`src/rtl/prediction_pkg.sv`:
```
// prediction_pkg: shared table/branch constants, decay FSM states and entry index type.
package prediction_pkg;
  localparam int STAT_W = 5;
  localparam int SUB_W = 2;
  localparam logic [1:0] SP = 2'd0, LHP = 2'd1, GHP = 2'd2;
  localparam logic [2:0] BEQ = 3'd5, BNE = 3'd4, BLT = 3'd3, BGE = 3'd2, BLTU = 3'd1, BGEU = 3'd0;
  typedef enum logic [1:0] {IDLE, SWEEP, DONE} decay_state_t;
  typedef struct packed {
    logic [1:0] tbl;
    logic [2:0] addr;
    logic [SUB_W-1:0] sub;
  } entry_idx_t;
endpackage

```
`src/rtl/prediction_update_scheduler_fifo.sv`:
```
// update_fifo: overflow buffer with up to three compacted pushes and two pops per cycle.
module update_fifo #(
  parameter int EW = 15,
  parameter int DEPTH = 4,
  localparam int AW = $clog2(DEPTH),
  localparam int CW = AW + 1
) (
  input  logic               clk,
  input  logic               rst_n,
  input  logic [2:0]         push,
  input  logic [2:0][EW-1:0] push_data,
  input  logic [1:0]         pop_n,
  output logic [EW-1:0]      head0,
  output logic [EW-1:0]      head1,
  output logic [CW-1:0]      count
);
  logic [EW-1:0] mem [DEPTH];
  logic [AW-1:0] rd_ptr, wr_ptr, off1, off2;
  assign off1 = AW'(push[0]);
  assign off2 = AW'(push[0]) + AW'(push[1]);
  assign head0 = mem[rd_ptr];
  assign head1 = mem[rd_ptr + AW'(1)];
  always_ff @(posedge clk) begin
    if (push[0]) mem[wr_ptr] <= push_data[0];
    if (push[1]) mem[wr_ptr + off1] <= push_data[1];
    if (push[2]) mem[wr_ptr + off2] <= push_data[2];
  end
  always_ff @(posedge clk) begin
    if (!rst_n) begin
      rd_ptr <= '0;
      wr_ptr <= '0;
      count <= '0;
    end else begin
      rd_ptr <= rd_ptr + AW'(pop_n);
      wr_ptr <= wr_ptr + AW'(push[0]) + AW'(push[1]) + AW'(push[2]);
      count <= count + CW'(push[0]) + CW'(push[1]) + CW'(push[2]) - CW'(pop_n);
    end
  end
endmodule

```
`src/rtl/prediction_update_scheduler.sv`:
```
// prediction_update_scheduler: merges three update channels onto two table write ports, with overflow FIFO and decay sweep.
module prediction_update_scheduler
  import prediction_pkg::*;
#(
  parameter int STAT_COUNTER_WIDTH = STAT_W,
  parameter int JUMP_STATUS_COUNTER_WIDTH = SUB_W,
  parameter int FIFO_DEPTH = 4,
  localparam int S = STAT_COUNTER_WIDTH,
  localparam int W = JUMP_STATUS_COUNTER_WIDTH,
  localparam int DW = STAT_COUNTER_WIDTH + 3
) (
  input  logic                clk,
  input  logic                rst_n,
  input  logic [2:0]          req_valid,
  input  logic [2:0][1:0]     req_tbl,
  input  logic [2:0][2:0]     req_addr,
  input  logic [2:0][W-1:0]   req_sub,
  input  logic [2:0][DW-1:0]  req_data,
  input  logic                decay_req,
  output logic [1:0]          rd_tbl,
  output logic [2:0]          rd_addr,
  output logic [W-1:0]        rd_sub,
  input  logic [DW-1:0]       rd_data,
  output logic [1:0]          wr_en,
  output logic [1:0][1:0]     wr_tbl,
  output logic [1:0][2:0]     wr_addr,
  output logic [1:0][W-1:0]   wr_sub,
  output logic [1:0][DW-1:0]  wr_data,
  output logic                busy,
  output logic                sweeping,
  output logic                sweep_done,
  output logic                overflow
);
  localparam int KW = 5 + W;
  localparam int EW = KW + DW;
  localparam int CW = $clog2(FIFO_DEPTH) + 1;
  logic [EW-1:0] head0, head1;
  logic [CW-1:0] count;
  logic [4:0][EW-1:0] cand;
  logic [4:0] cv, placed;
  logic [1:0][EW-1:0] nxt_e, wr_e;
  logic [1:0] nxt_en, pop_n, used;
  logic [2:0] push;
  logic hit, conflict, sw_go, last, pend, npend;
  decay_state_t state, nstate;
  entry_idx_t idx, nidx, adv;
  update_fifo #(.EW(EW), .DEPTH(FIFO_DEPTH)) u_fifo (
    .clk(clk), .rst_n(rst_n), .push(push), .push_data(cand[4:2]), .pop_n(pop_n),
    .head0(head0), .head1(head1), .count(count)
  );
  assign busy = count > CW'(FIFO_DEPTH - 3);
  assign cv = {req_valid[0] & ~busy, req_valid[1] & ~busy, req_valid[2] & ~busy, count > CW'(1), count != '0};
  assign push = cv[4:2] & ~placed[4:2];
  assign pop_n = 2'(placed[0]) + 2'(placed[1]);
  assign {rd_tbl, rd_addr, rd_sub} = idx;
  assign sweeping = state == SWEEP;
  assign sweep_done = state == DONE;
  always_comb begin
    cand[0] = head0;
    cand[1] = head1;
    for (int i = 0; i < 3; i++) cand[i+2] = {req_tbl[2-i], req_addr[2-i], req_sub[2-i], req_data[2-i]};
  end
  // New requests may bypass the FIFO only when nothing older would stay queued behind them.
  always_comb begin
    placed = '0;
    nxt_en = '0;
    nxt_e = '0;
    used = '0;
    hit = 1'b0;
    conflict = 1'b0;
    for (int i = 0; i < 5; i++) begin
      hit = 1'b0;
      for (int j = 0; j < i; j++) hit = hit | (cv[j] && cand[j][EW-1:DW] == cand[i][EW-1:DW]);
      if (cv[i] && !hit && used != 2'd2 && (i < 2 || count < CW'(2))) begin
        placed[i] = 1'b1;
        nxt_en[used[0]] = 1'b1;
        nxt_e[used[0]] = cand[i];
        used = used + 2'd1;
      end
      conflict = conflict | (placed[i] && cand[i][EW-1:DW] == idx);
    end
    for (int p = 0; p < 2; p++) conflict = conflict | (wr_en[p] && wr_e[p][EW-1:DW] == idx);
    sw_go = state == SWEEP && used != 2'd2 && !conflict;
    if (sw_go) begin
      nxt_en[used[0]] = 1'b1;
      nxt_e[used[0]] = {idx, rd_data[DW-1:S], 1'b0, rd_data[S-1:1]};
    end
  end
  always_comb begin
    last = idx.tbl == GHP && idx.addr == BEQ && idx.sub == '1;
    adv = idx;
    adv.sub = idx.sub + W'(1);
    if (idx.sub == '1) begin
      adv.addr = idx.addr == BEQ ? 3'd0 : idx.addr + 3'd1;
      adv.tbl = idx.addr == BEQ ? idx.tbl + 2'd1 : idx.tbl;
    end
    nstate = state;
    nidx = idx;
    npend = pend;
    unique case (state)
      IDLE: nstate = decay_req ? SWEEP : IDLE;
      SWEEP: begin
        npend = pend | decay_req;
        if (sw_go) begin
          nidx = last ? '0 : adv;
          nstate = last ? DONE : SWEEP;
        end
      end
      DONE: begin
        nstate = pend | decay_req ? SWEEP : IDLE;
        npend = 1'b0;
      end
      default: nstate = IDLE;
    endcase
  end
  always_ff @(posedge clk) begin
    if (!rst_n) begin
      state <= IDLE;
      idx <= '0;
      pend <= 1'b0;
      wr_en <= '0;
      wr_e <= '0;
      overflow <= 1'b0;
    end else begin
      state <= nstate;
      idx <= nidx;
      pend <= npend;
      wr_en <= nxt_en;
      wr_e <= nxt_e;
      overflow <= overflow | (busy && |req_valid);
    end
  end
  always_comb begin
    for (int p = 0; p < 2; p++) begin
      wr_tbl[p] = wr_e[p][EW-1 -: 2];
      wr_addr[p] = wr_e[p][EW-3 -: 3];
      wr_sub[p] = wr_e[p][DW +: W];
      wr_data[p] = wr_e[p][DW-1:0];
    end
  end
endmodule
```
`config.mk`:
```
export PLATFORM = sky130hd
export DESIGN_NAME = prediction_update_scheduler
export DESIGN_NICKNAME = d
export VERILOG_FILES = /design/src/rtl/prediction_pkg.sv /design/src/rtl/prediction_update_scheduler_fifo.sv /design/src/rtl/prediction_update_scheduler.sv
export SDC_FILE = /design/constraint.sdc
export NUM_CORES = 1
export LEC_CHECK = 0
export ABC_CLOCK_PERIOD_IN_PS = 8000
export BUFFER_PORTS_ARGS = -buffer_cell sky130_fd_sc_hd__buf_2
export CORE_MARGIN = 8
export CORE_UTILIZATION = 55
export DETAILED_ROUTE_END_ITERATION = 8
export PLACE_DENSITY_LB_ADDON = 0.25
export SETUP_SLACK_MARGIN = 0.2
export SKIP_LAST_GASP = 1
export SYNTH_ARGS = -nofsm -noshare
export SYNTH_HDL_FRONTEND = slang
export SYNTH_HIERARCHICAL = 1
export SYNTH_SLANG_ARGS = --single-unit
```
`constraint.sdc`:
```
create_clock -name clk -period 8 [get_ports clk]
set_input_delay 1.6 -clock clk [delete_from_list [all_inputs] [get_ports clk]]
set_output_delay 1.6 -clock clk [all_outputs]
set_load 0.02 [all_outputs]
```
; ---- Yosys cells after proc, flatten, opt, wreduce, memory -nomap -nowiden
; Memories as Yosys holds them, arrays and structs flattened. A register that Yosys moved wholly into a read port is not among the register bits.
; Index checks and enable logic that the tools add are counted.
[totals]
mem_count = 1
regBits = 50
out_inout_bits = 43
elab_cells = 212
ramBits = 60
[memory_table]
columns = memory, depth, width, rd, rd_ports_with_merged_regs, write_ports, line
row1 = u_fifo.mem, 4, 15, 2, 1, 3, prediction_update_scheduler_fifo.sv:17  ; logic [EW-1:0] mem [DEPTH];
[op_classes]
bitwise = 25
reduce_logical = 52
n_eq_ne = 28
muxes = 63
addsub = 19
n_lt_le_gt_ge = 12
[ops]
columns = cell, count
row1 = bitwise mux 30 bit, 5
row2 = two-way mux 30 bit, 5
row3 = equality test 7 bit, 17
row4 = two-way mux 15 bit, 6
row5 = demux 15 bit (select 1 bit), 5
row6 = logical AND 1 bit, 38
row7 = two-way mux 2 bit, 13
row8 = two-way mux 1 bit, 19
row9 = "adder 2 x 1 -> 2 bit, second input constant", 7
row10 = OR 1 bit, 14
row11 = "< comparator 1 x 2 -> 1 bit, second input constant", 5
row12 = "inequality test 2 bit, second input constant", 5
row13 = adder 3 x 1 -> 3 bit, 3
row14 = OR 2 bit, 4
row15 = two-way mux 7 bit, 1
row16 = adder 2 x 1 -> 2 bit, 3
row17 = "equality test 2 bit, second input constant", 3
row18 = case mux 2 bit (3 select lines), 1
row19 = nonzero test 2 bit, 3
row20 = demux 1 bit (select 1 bit), 5
row21 = "greater-or-equal comparator 1 bit, second input constant", 5
row22 = logical NOT 1 bit, 5
row23 = two-way mux 5 bit, 1
row24 = adder 1 x 1 -> 2 bit, 2
row25 = 21 further kinds, 24

; ---- Logic depth before layout (Yosys ltp)
; An unclocked memory read counts as a cell.
[logic_depth]
ltp_word = 28
mapped_depth = 36

; ---- Cells and area by module
; The synthesis kept the hierarchy.
[by_module_without_submodules]
columns = module, n_inst, area_per_inst_um2, cells_each, seq_area_each_um2
row1 = update_fifo, 1, 4745.8, 454, 1941.9
row2 = prediction_update_scheduler, 1, 4401.7, 528, 860.8

; ---- Worst setup path after synthesis
; Ideal clock, no wire load.
[synth_timing]
path_type = register -> register
start = register u_fifo.rd_ptr[1]
end = memory u_fifo.mem[2][0], enable pin
path_buffers = 11
arrival_ns = 7.298
setup_slack_ns = 0.261
required_ns = 7.559
stages_incl_launch_ff = 34
cell_sequence = dfxtp_1 > buf_2 > buf_2 > mux4_2 > buf_4 > xor2_1 > nor4_1 > a41oi_1 > clkbuf_1 > ha_1 > nor4b_4 > o21ai_4 > xnor2_4 > inv_6 > clkbuf_1 > ha_1 > inv_1 > o2111ai_1 > nor2_2 > xnor2_2 > clkinv_2 > buf_6 > clkbuf_1 > ha_1 > nand3b_1 > or4_1 > clkbuf_1 > clkbuf_1 > and3_1 > nand2b_1 > nand2b_1 > clkbuf_1 > buf_2 > o221ai_1
[synth_rtl]
columns = element, line
row1 = "start, declared", prediction_update_scheduler_fifo.sv:18  ; logic [AW-1:0] rd_ptr, wr_ptr, off1, off2;
row2 = "start signal, assigned", prediction_update_scheduler_fifo.sv:34  ; rd_ptr <= rd_ptr + AW'(pop_n);
row3 = "end, declared", prediction_update_scheduler_fifo.sv:17

; ---- Worst setup path after layout
[layout_timing]
start = register u_fifo.rd_ptr[0]
end = register u_fifo.count[2]
[layout_via]
elab_chain_cells = 24
elab_cells_between_ends = 50
cone_classes = 8 x add/sub / 7 x eq/ne / 7 x mux / 8 x bitwise / 19 x reduce/logical / 1 x memory
[layout_rtl]
columns = element, line
row1 = adder 2 x 1 -> 2 bit (*), prediction_update_scheduler_fifo.sv:22  ; assign head1 = mem[rd_ptr + AW'(1)];
row2 = memory read (4 x 15 bit) (*), n/a
row3 = "parallel branches: the longest is 15 deep, another holds adder 2 x 1 -> 2 bit", n/a
row4 = logical AND 1 bit (*) (2 in a row), prediction_update_scheduler.sv:74  ; if (cv[i] && !hit && used != 2'd2 && (i < 2 || count < CW'(2))) begin
row5 = two-way mux 1 bit (*), prediction_update_scheduler.sv:74
row6 = inverter 3 bit (*), prediction_update_scheduler.sv:53  ; assign push = cv[4:2] & ~placed[4:2];
row7 = bitwise AND 3 bit (*), prediction_update_scheduler.sv:53
row8 = via push[2], prediction_update_scheduler.sv:43  ; logic [2:0] push;
row9 = adder 3 x 1 -> 3 bit (*), prediction_update_scheduler_fifo.sv:36  ; count <= count + CW'(push[0]) + CW'(push[1]) + CW'(push[2]) - CW'(pop_n);
row10 = subtractor 3 x 2 -> 3 bit (*), prediction_update_scheduler_fifo.sv:36
row11 = "end signal, assigned", prediction_update_scheduler_fifo.sv:36
row12 = "end, declared", prediction_update_scheduler_fifo.sv:15  ; output logic [CW-1:0] count
; Mark *: on every way through the listed nets, which the timed path passes.
; A chain may end at the register's enable or synchronous reset.

==> impl_metrics.env <==
export IMPL_status="finished, final reports clean"
export IMPL_cp_max_fo=17
export IMPL_maxSlewHeadroom=0.224
export IMPL_dieArea_mm2=0.0210
export IMPL_syn2layout_area_growth_pct=8.12
export IMPL_finalCritPeriodShare=0.928
export IMPL_clkTransAtPathRegs_ps=80
export IMPL_cp_end_kind="register"
export IMPL_die_h_um=145
export IMPL_yosys_warnings=6
export IMPL_cp_buffers_inverters=4
export IMPL_synth_seq_area_share=0.306
export IMPL_reg2reg_depth=26
export IMPL_syn_nets=1061
export IMPL_boundaryPins=102
export IMPL_syn_instance_count=982
export IMPL_hp_start="overflow"
export IMPL_synth_top_cell_by_area="edfxtp_1"
export IMPL_cp_data_required_time_ps=8270
export IMPL_hp_class="reg2reg"
export IMPL_cts_tree="yes"
export IMPL_gp_congestion=0.897
export IMPL_async_reset_ff_frac=0
export IMPL_crit_top_cell="ha_1"
export IMPL_clk_latency_ps=370
export IMPL_cts_path_max_buffers=2
export IMPL_drcViolationCount=0
export IMPL_multi_input_area_mm2=0.00572
export IMPL_num_vias=8584
export IMPL_routed_wl_mm=30.1
export IMPL_cp_start_kind="register"
export IMPL_nets=1081
export IMPL_start_util=0.558
export IMPL_num_rows=47
export IMPL_dpl_hpwl_mm=20.6
export IMPL_setup_tns_ps=0
export IMPL_track_usage=0.278
export IMPL_grt_max_degree=53
export IMPL_synth_common_cells="o21ai_0 (92), nor3_1 (80), xnor2_1 (77), clkbuf_1 (69), a31oi_1 (62)"
export IMPL_peakVddDrop_v=0.000472
export IMPL_worst_pin_slew_ps=1160
export IMPL_cap_viol_max_count=0
export IMPL_slowest_stage="mux4_2"
export IMPL_synthDistinctLibCells=67
export IMPL_hold_end="overflow"
export IMPL_synth_most_common_cell="o21ai_0"
export IMPL_first_iter_violations=1458
export IMPL_r2r_end="u_fifo/count[2]"
export IMPL_ys_flop_type="edfxtp_1"
export IMPL_ant_nets=0
export IMPL_grt_pass1_vias=8100
export IMPL_synth_edff_count=60
export IMPL_synth_top_cell_area_share=0.197
export IMPL_fmax_mhz=135
export IMPL_core_mm2=0.0164
export IMPL_r2r_slack_ps=580
export IMPL_die_w_um=145
export IMPL_min_path_cells=2
export IMPL_drv_slew=0
export IMPL_setup_ws_ps=578
export IMPL_drive_above_1_share=0.211
export IMPL_cts_hold_buf=0
export IMPL_setup_viol=0
export IMPL_timing_hold_violations_final=0
export IMPL_cpPeakStageDelay_ps=700
export IMPL_p_per_area_mw_per_mm2=498
export IMPL_rsz0062_at_grt="no"
export IMPL_synthesis_area_mm2=0.00915
export IMPL_post_cts_buffers=0
export IMPL_nFillCells=1411
export IMPL_routedWlPerCell_um=24.5
export IMPL_io_buffer_count=100
export IMPL_fin_skew_ps=14.3
export IMPL_grt_pass1_wl_mm=46.9
export IMPL_ff_latch_area_mm2=0.00281
export IMPL_grt_overflow_total=0
export IMPL_path_delay_family="simple AND/OR/NAND/NOR gates"
export IMPL_antenna_found_initial=2
export IMPL_clock_sinks=110
export IMPL_period_needed_ps=7420
export IMPL_yosys_top_cells_area="edfxtp_1 (20%), dfxtp_1 (11%), mux4_2 (7.4%), xnor2_1 (7.4%), o21ai_0 (5.0%)"
export IMPL_critPathKind="reg2reg"
export IMPL_ys_ff_latch=110
export IMPL_cts_buffers=9
export IMPL_via_per_inst=6.98
export IMPL_ctsHtreeMaxLevel=3
export IMPL_rr_startpoint="u_fifo/rd_ptr[0]"
export IMPL_dr_pass1_iters=7
export IMPL_syn_area_per_cell_um2=9.32
export IMPL_dp_slack_ps=320
export IMPL_arrival_ps=7690
export IMPL_root_buffer="clkbuf_16"
export IMPL_p_leak_nw=3.60
## report_power, final
| part | internal [W] | switching, W |
|---|---|---|
| clock network | 0.000219 | 0.000239 |
| registers | 0.000886 | 0.000141 |
| logic | 0.00128 | 0.00217 |
## final cells by class
class / count / area share
Tap cell: 220 / 0.0278
Timing Repair Buffer: 129 / 0.0726
Multi-Input combinational cell: 735 / 0.579
Antenna cell: 2 / 0.000506
Clock buffer: 9 / 0.0228
Sequential cell: 110 / 0.284
Clock inverter: 7 / 0.00670
Inverter: 17 / 0.00708
## worst max path at each step
stage / from / to / slack (ps) / depth (start not counted)
floorplan: u_fifo/rd_ptr[1] / u_fifo/mem[2][0] / 260 / 33
global placement: u_fifo/rd_ptr[0] / u_fifo/count[2] / 420 / 26
detailed placement: u_fifo/rd_ptr[0] / u_fifo/count[2] / 320 / 26
CTS: u_fifo/rd_ptr[0] / u_fifo/count[2] / 230 / 26
global route: u_fifo/rd_ptr[0] / u_fifo/count[2] / 220 / 26
finish: u_fifo/rd_ptr[0] / u_fifo/count[2] / 580 / 26
## flip-flops by register name, summed over array words and instances (netlist names)
name / count
u_fifo/mem: 60
wr_data: 16
wr_addr: 6
wr_sub: 4
wr_tbl: 4
rd_addr: 3
u_fifo/count: 3
rd_sub: 2
rd_tbl: 2
state: 2
u_fifo/rd_ptr: 2
u_fifo/wr_ptr: 2
wr_en: 2
overflow: 1
pend: 1
## metrics by stage
step | std cells | hold slack [ps] | total power [W] | instance area [um2] | utilization
6_report | 1229 | 489 | 0.00493 | 9890 | 0.603
5_1_grt | 1229 | 527 | 0.00522 | 9890 | 0.603
4_1_cts | 1227 | 484 | 0.00485 | 9880 | 0.602
3_5_place_dp | 1211 | 462 | 0.00439 | 9590 | 0.584
3_3_place_gp | 1211 | 451 | 0.00433 | 9590 | 0.584
2_1_floorplan | 982 | 469 | 0.00364 | 9150 | -
## routing by layer
layer | share of wire | up-vias | global-route usage
met4 | 0.040 | 0 | 0.132
li1 | - | 3795 | -
met5 | 0 | - | 0
met1 | 0.39 | 4096 | 0.363
met3 | 0.11 | 104 | 0.0600
met2 | 0.46 | 589 | 0.431
## worst min-delay path, delay by kind of cell (launching register included)
family | cells | cell delay [ps]
DFF | 1 | 340
and+or+nand+nor | 1 | 70
AOI/OAI and AO/OA | 1 | 40
## cells by family after synthesis
logic type / synth area share
simple gates: 0.187
xor+xnor: 0.122
compound gates: 0.173
fa+ha+maj: 0.0306
buf+inv: 0.0713
mux: 0.109
flops: 0.306
## placed cells by master, fill, tap and decap left out, types with 7 or more instances in the layout
cell and instances:
a221oi_1 14, xnor2_1 76, and3_1 33, o21ai_0 92, o211ai_1 14, or3_1 7, a222oi_1 15, nand4_1 53
nor3_1 80, buf_2 100, xor2_1 21, edfxtp_1 60, clkbuf_16 9, a211oi_1 16, nand2_1 51, xnor2_2 9
dfxtp_1 48, and2_1 13, nor2_1 14, mux2i_1 31, inv_1 15, a31oi_1 62, and3b_1 15, nand3_1 7
mux4_2 30, ha_1 16, buf_4 29
## timing repair
action                                  in CTS  in global routing
endpoints found under the setup margin       0                 60
resized for setup                            0                  3
endpoints found under the hold margin        0                  0
Power figures use the tool's default switching activity.
